`config.mk`:
```
export PLATFORM = sky130hd
export DESIGN_NAME = pastillero_resp
export DESIGN_NICKNAME = d
export VERILOG_FILES = /design/src/rtl/pastillero_resp.sv
export SDC_FILE = /design/constraint.sdc
export NUM_CORES = 1
export LEC_CHECK = 0
export ABC_AREA = 1
export CAP_MARGIN = 20
export CORE_MARGIN = 3
export CORE_UTILIZATION = 54
export CTS_CLUSTER_SIZE = 20
export DETAILED_ROUTE_END_ITERATION = 7
export PLACE_DENSITY = 0.82
export SYNTH_ARGS = -nofsm -noshare
export SYNTH_HDL_FRONTEND = slang
export SYNTH_SLANG_ARGS = --single-unit
```
`constraint.sdc`:
```
create_clock -name clk -period 3.6 [get_ports clk]
set_input_delay 0.54 -clock clk [delete_from_list [all_inputs] [get_ports clk]]
set_output_delay 0.54 -clock clk [all_outputs]
set_load 0.02 [all_outputs]
```
`src/rtl/pastillero_resp.sv`:
```
// -----------------------------------------------------------------------------
// pastillero_resp -- sensor responder for the pill-dispenser controller.
//
// Watches the controller's one-hot stage code E. Each change of E to a
// nonzero value is an event. A one-hot event moves step to its index and
// may make a sensor decision:
//   w decides on index 0, x on index 7, y on index 8, z on index 9.
// A sensor answers "fail" (0) until it has failed *_FAILS times in the
// current dose, then answers "pass" (1). An index-0 event arriving from
// step 10 completes a dose: dose_cnt increments and every fail counter
// restarts from zero.
//
// Optional feature: define PASTILLERO_CHECK_EN to compile in the protocol
// checker (one-hot check and stage successor table), which drives err.
// Without it err is tied low and non-one-hot codes are silently ignored.
//
// Ports:
//   clk       in   clock, rising edge
//   RST       in   synchronous active-high reset
//   E[10:0]   in   one-hot stage code, bit k = controller just left stage Sk
//   w,x,y,z   out  sensor levels returned to the controller
//   step[3:0] out  index of the last accepted stage, 4'hF when none
//   dose_cnt  out  completed-dose counter, wraps 255 -> 0
//   err       out  sticky protocol-error flag
// -----------------------------------------------------------------------------
module pastillero_resp #(
  parameter logic [3:0] W_FAILS = 4'd0,
  parameter logic [3:0] X_FAILS = 4'd1,
  parameter logic [3:0] Y_FAILS = 4'd0,
  parameter logic [3:0] Z_FAILS = 4'd0
) (
  input  logic        clk,
  input  logic        RST,
  input  logic [10:0] E,
  output logic        w,
  output logic        x,
  output logic        y,
  output logic        z,
  output logic [3:0]  step,
  output logic [7:0]  dose_cnt,
  output logic        err
);

  // Per-sensor fail limits and deciding stage, packed w,x,y,z from LSB.
  localparam logic [15:0] FAILS   = {Z_FAILS, Y_FAILS, X_FAILS, W_FAILS};
  localparam logic [15:0] DEC_IDX = {4'd9, 4'd8, 4'd7, 4'd0};
  localparam logic [3:0]  NO_STEP = 4'hF;

  logic [10:0] e_q;
  logic [3:0]  step_reg;
  logic [7:0]  dose_reg;
  logic [3:0]  sens;
  logic [3:0]  idx;
  logic        changed;
  logic        one_hot;
  logic        accept;
  logic        dose_done;

  // A change to all-zero is the idle code and never an event.
  assign changed   = (E != e_q) && (E != 11'd0);
  assign one_hot   = ((E & (E - 11'd1)) == 11'd0);
  assign accept    = changed && one_hot;
  assign dose_done = accept && (idx == 4'd0) && (step_reg == 4'd10);

  // One-hot to binary; only meaningful when one_hot is true.
  always_comb begin
    idx = 4'd0;
    for (int k = 0; k < 11; k++) begin
      if (E[k]) begin
        idx = idx | 4'(k);
      end
    end
  end

  always_ff @(posedge clk) begin
    if (RST) begin
      e_q      <= 11'd0;
      step_reg <= NO_STEP;
      dose_reg <= 8'd0;
    end else begin
      e_q <= E;
      if (accept) begin
        step_reg <= idx;
      end
      if (dose_done) begin
        dose_reg <= dose_reg + 8'd1;
      end
    end
  end

  // One fail counter and one output level per sensor.
  generate
    for (genvar gi = 0; gi < 4; gi++) begin : g_sensor
      logic [3:0] cnt_reg;
      logic       sens_reg;
      logic [3:0] cnt_eff;
      logic [3:0] limit;

      assign limit = FAILS[gi*4 +: 4];
      // A completing dose restarts the count before w is judged on the
      // same edge, so the decision sees the cleared value.
      assign cnt_eff = dose_done ? 4'd0 : cnt_reg;

      always_ff @(posedge clk) begin
        if (RST) begin
          cnt_reg  <= 4'd0;
          sens_reg <= 1'b0;
        end else if (accept) begin
          if (idx == DEC_IDX[gi*4 +: 4]) begin
            sens_reg <= (cnt_eff >= limit);
            cnt_reg  <= (cnt_eff < limit) ? cnt_eff + 4'd1 : cnt_eff;
          end else begin
            cnt_reg  <= cnt_eff;
          end
        end
      end

      assign sens[gi] = sens_reg;
    end
  endgenerate

`ifdef PASTILLERO_CHECK_EN
  // Allowed stage successors; an unknown previous step accepts anything.
  function automatic logic succ_ok(input logic [3:0] prev, input logic [3:0] nxt);
    case (prev)
      4'd0:    succ_ok = (nxt == 4'd1);
      4'd1:    succ_ok = (nxt == 4'd2) || (nxt == 4'd0);
      4'd2:    succ_ok = (nxt == 4'd3);
      4'd3:    succ_ok = (nxt == 4'd4);
      4'd4:    succ_ok = (nxt == 4'd5);
      4'd5:    succ_ok = (nxt == 4'd6);
      4'd6:    succ_ok = (nxt == 4'd7);
      4'd7:    succ_ok = (nxt == 4'd8);
      4'd8:    succ_ok = (nxt == 4'd9) || (nxt == 4'd7);
      4'd9:    succ_ok = (nxt == 4'd10) || (nxt == 4'd5);
      4'd10:   succ_ok = (nxt == 4'd0) || (nxt == 4'd2);
      4'hF:    succ_ok = 1'b1;
      default: succ_ok = 1'b0;
    endcase
  endfunction

  logic err_reg;
  logic bad_code;
  logic bad_seq;

  // Illegal successors still move step; only a bad code is rejected.
  assign bad_code = changed && !one_hot;
  assign bad_seq  = accept && !succ_ok(step_reg, idx);

  always_ff @(posedge clk) begin
    if (RST) begin
      err_reg <= 1'b0;
    end else if (bad_code || bad_seq) begin
      err_reg <= 1'b1;
    end
  end

  assign err = err_reg;
`else
  assign err = 1'b0;
`endif

  assign w        = sens[0];
  assign x        = sens[1];
  assign y        = sens[2];
  assign z        = sens[3];
  assign step     = step_reg;
  assign dose_cnt = dose_reg;

endmodule

```
==> impl_results.md <==
* CTS Hold Bufs at 0
* Share of flip-flops with an asynchronous set or reset at 0
* Crit-path max cell delay at 500 ps
* Sink Count at 31
* TritonRoute pass-1 iters at 4
* Core area at 0.00257 mm²
* Die Wd at 58.8 µm
* Row cnt at 18
* Fill count at about 220
* Critical Path RT at 3850 ps
* Layout cells sized above 1 at 0.117
* Reg2Reg Depth at 8
* Syn_nets at 223
* Post-DP HPWL at 2.37 mm
* Starting Density at 0.586
* Gpl congestion at slightly above 0.9
* Post-place setup slack at 924 ps
* Hold Crit Depth at 2
* FMAX at 426 MHz
* DR vias/cell at 5.08
* Sequential element share of the synthesized area at 0.412
* Final Cycle Share at 0.652
* Crit path buffers/inverters at 4
* Synthesis-to-finish area growth at 22.9%
* Largest net degree at the start of global routing at 28
* Yosys warning total at 0
* Final min period at 2350 ps
* Via Count at 1,372
* CP most frequent cell: inv_2
* Die area at around 0.0035 mm²
* Unrepaired setup endpoints after global routing: no
* Vias in the first global route at 1,272
* Cell count after synthesis at 209
* CP top delay family: simple AND/OR/NAND/NOR gates
* Nets at between 200 and 300
* Clock skew at 19.3 ps
* First-pass GRT wire length at 5.32 mm
* DRC violations left at 0
* Slew @ Worst Pin at 980 ps
* Yosys cell types at 33
* Placed inst area at 0.00180 mm²
* Final antenna-violating net count at 0
* # setup viols final at 0
* Compound-gate portion of the synthesized area at 0.0931
* Fin worst setup slack at 1250 ps
* Routed length on met2 at ~1.5 mm
* CTS buffer count at 5
* Fin. Hold Viols at 0
* Mapped Area at 0.00151 mm²
* Mux cell area share after synthesis at 0
* Max reg flops at 11
* Reg area at ~620 µm²
* Worst path arrival time at approximately 2600 ps
* Post-CTS Repair Setup Buffers at 0
* Multi-input logic area at 753 µm²
* Critical path type: in2reg
* Slew headroom at 0.345
* Avg WL per Cell at 11.8 µm
* WL met3 at 193 µm
* Critical path depth in cells at 12
* Status: complete, no violations
* Slowest cell on the critical path: clkdlybuf4s50_1
* Clock transition at the registers of the reported paths at 100 ps
* Root Driver: clkbuf_4
* CTS tree: built
* Power Density at 327 mW/mm²
* Port Buffers at 28
* Startpoint Class: input port
* Pwr Total at 0.605 mW
* Number of synthesized flops with an enable pin at 0
* Initial antenna violation count at 0
* # Max-Cap Violations at 0
* DRT Wirelength at 3.18 mm
* Top routing layer in use: met4
* Htree depth at 2
* Gr usage total at 0.201
* Fin area at 0.00185 mm²
* Max Slew Vio Count at 0
* Post-synthesis xor/xnor area fraction at 0.0756
* Die height at approximately 60 µm
* Worst-path fanout max at 13
* WL met1 at roughly 1.5 mm
* Syn avg cell area at roughly 7.2 µm²
* CTS Buffer Depth at 2
* Skew-Pair Late Insertion Delay at 340 ps
* CP cell instances: clkdlybuf4s50_1, inv_2, nand2_2, nor2_2, inv_2, o21ai_1, nand3_1, nor2_4, nand4_2, clkinv_2, nand2_1, a21oi_1
* Simple-gate share of the synthesized area at 0.321
* Starting DRC count in detailed routing at between 40 and 50
* Min-delay worst type: reg2reg
* Total negative slack at 0 ps
* Peak VDD IR at 0.000262 V
* Primary FF master, synth: dfxtp_1
* Seq cells post-synth at 31
* Adder-cell share of the synthesized area at 0.00831
* GRT overflow at 0
* Number of gates resized after CTS at 0
* Lkg Pwr at 0.778 nW
* Main combinational cell family by area after synthesis: simple AND/OR/NAND/NOR gates
* ANT cells at 0
* Top Ports at 30
* Crit end category: register
* Most flops, register: e_q
[Yosys cell counts (2+ instances only)]
cell type  number  area [µm²]
nand2_1        42         158
dfxtp_1        31         621
nor2_1         27         101
inv_1          21        78.8
a21oi_1        13        65.1
nand3_1        11        55.1
o21ai_0         7        35.0
xnor2_1         7        61.3
xor2_1          6        52.6
inv_2           5        18.8
nor2_2          4        25.0
nor3_1          4        20.0
nand2_2         3        18.8
nand4_1         3        18.8
o21ai_1         3        15.0
a21oi_2         2        17.5
clkbuf_1        2        7.51
clkinv_2        2        10.0
nor4_1          2        12.5
[power by group]
group,internal [mW],total [mW],switching (mW)
Sequential,0.349,0.352,0.00276
Combinational,0.0275,0.0623,0.0348
Clock,0.0760,0.191,0.115
Total,0.453,0.605,0.152
[path summary, 6_finish.rpt]
| path | slack, ps | start | end |
|---|---|---|---|
| min reg2reg | 450 | g_sensor[1].cnt_reg[3]$_SDFFE_PP0P_ | g_sensor[1].cnt_reg[3]$_SDFFE_PP0P_ |
| max reg2reg | 1860 | e_q[8]$_SDFF_PP0_ | dose_cnt[2]$_SDFFE_PP0P_ |
| min | 450 | g_sensor[1].cnt_reg[3]$_SDFFE_PP0P_ | g_sensor[1].cnt_reg[3]$_SDFFE_PP0P_ |
| max | 1250 | E[9] | dose_cnt[4]$_SDFFE_PP0P_ |
[routing by layer]
layer / global-route usage / up-vias
met3: 0.0482 / 9
li1: - / 719
met2: 0.317 / 39
met4: 0.100 / 0
met1: 0.255 / 605
met5: 0 / -
[cell usage in the layout, fill, tap and decap left out, types with 5 or more instances in the layout]
cell type / Yosys / final
clkbuf_4: 0 / 5
dfxtp_1: 31 / 31
inv_1: 21 / 21
xor2_1: 6 / 6
xnor2_1: 7 / 7
a21oi_1: 13 / 13
clkdlybuf4s50_1: 0 / 28
nand2_1: 42 / 42
inv_2: 5 / 5
nand3_1: 11 / 11
nor2_1: 27 / 27
o21ai_0: 7 / 7
[worst register-to-register path: cells and delay by family (launching register included)]
kind	cells	cell delay [ps]
compound gates	1	110
flops	1	310
xor+xnor	1	160
simple gates	5	900
buf+inv	1	220
[metrics by stage]
stage / cells / utilization / hold slack, ps
detailed placement: 262 / 0.701 / 431
CTS: 270 / 0.720 / 446
global placement: 262 / 0.701 / 434
global route: 270 / 0.720 / 476
finish: 270 / 0.720 / 446
floorplan: 209 / - / 418
[kinds of logic (layout without fill, tap and decap cells)]
kind of cell	count (synthesis)	in the layout
xor+xnor	13	13
compound gates	26	26
other cells	1	1
flops	31	31
fa+ha+maj	1	1
buf+inv	33	64
simple gates	104	104
[layout make-up]
class	instances	share of cell area
clock buffer	7	0.0244
sequential	31	0.336
clock inverter	1	0.00271
multi-input combinational	145	0.407
inverter	28	0.0582
timing repair buffer	28	0.152
tap	30	0.0203
Note: power is estimated with default switching activity, not from simulation.
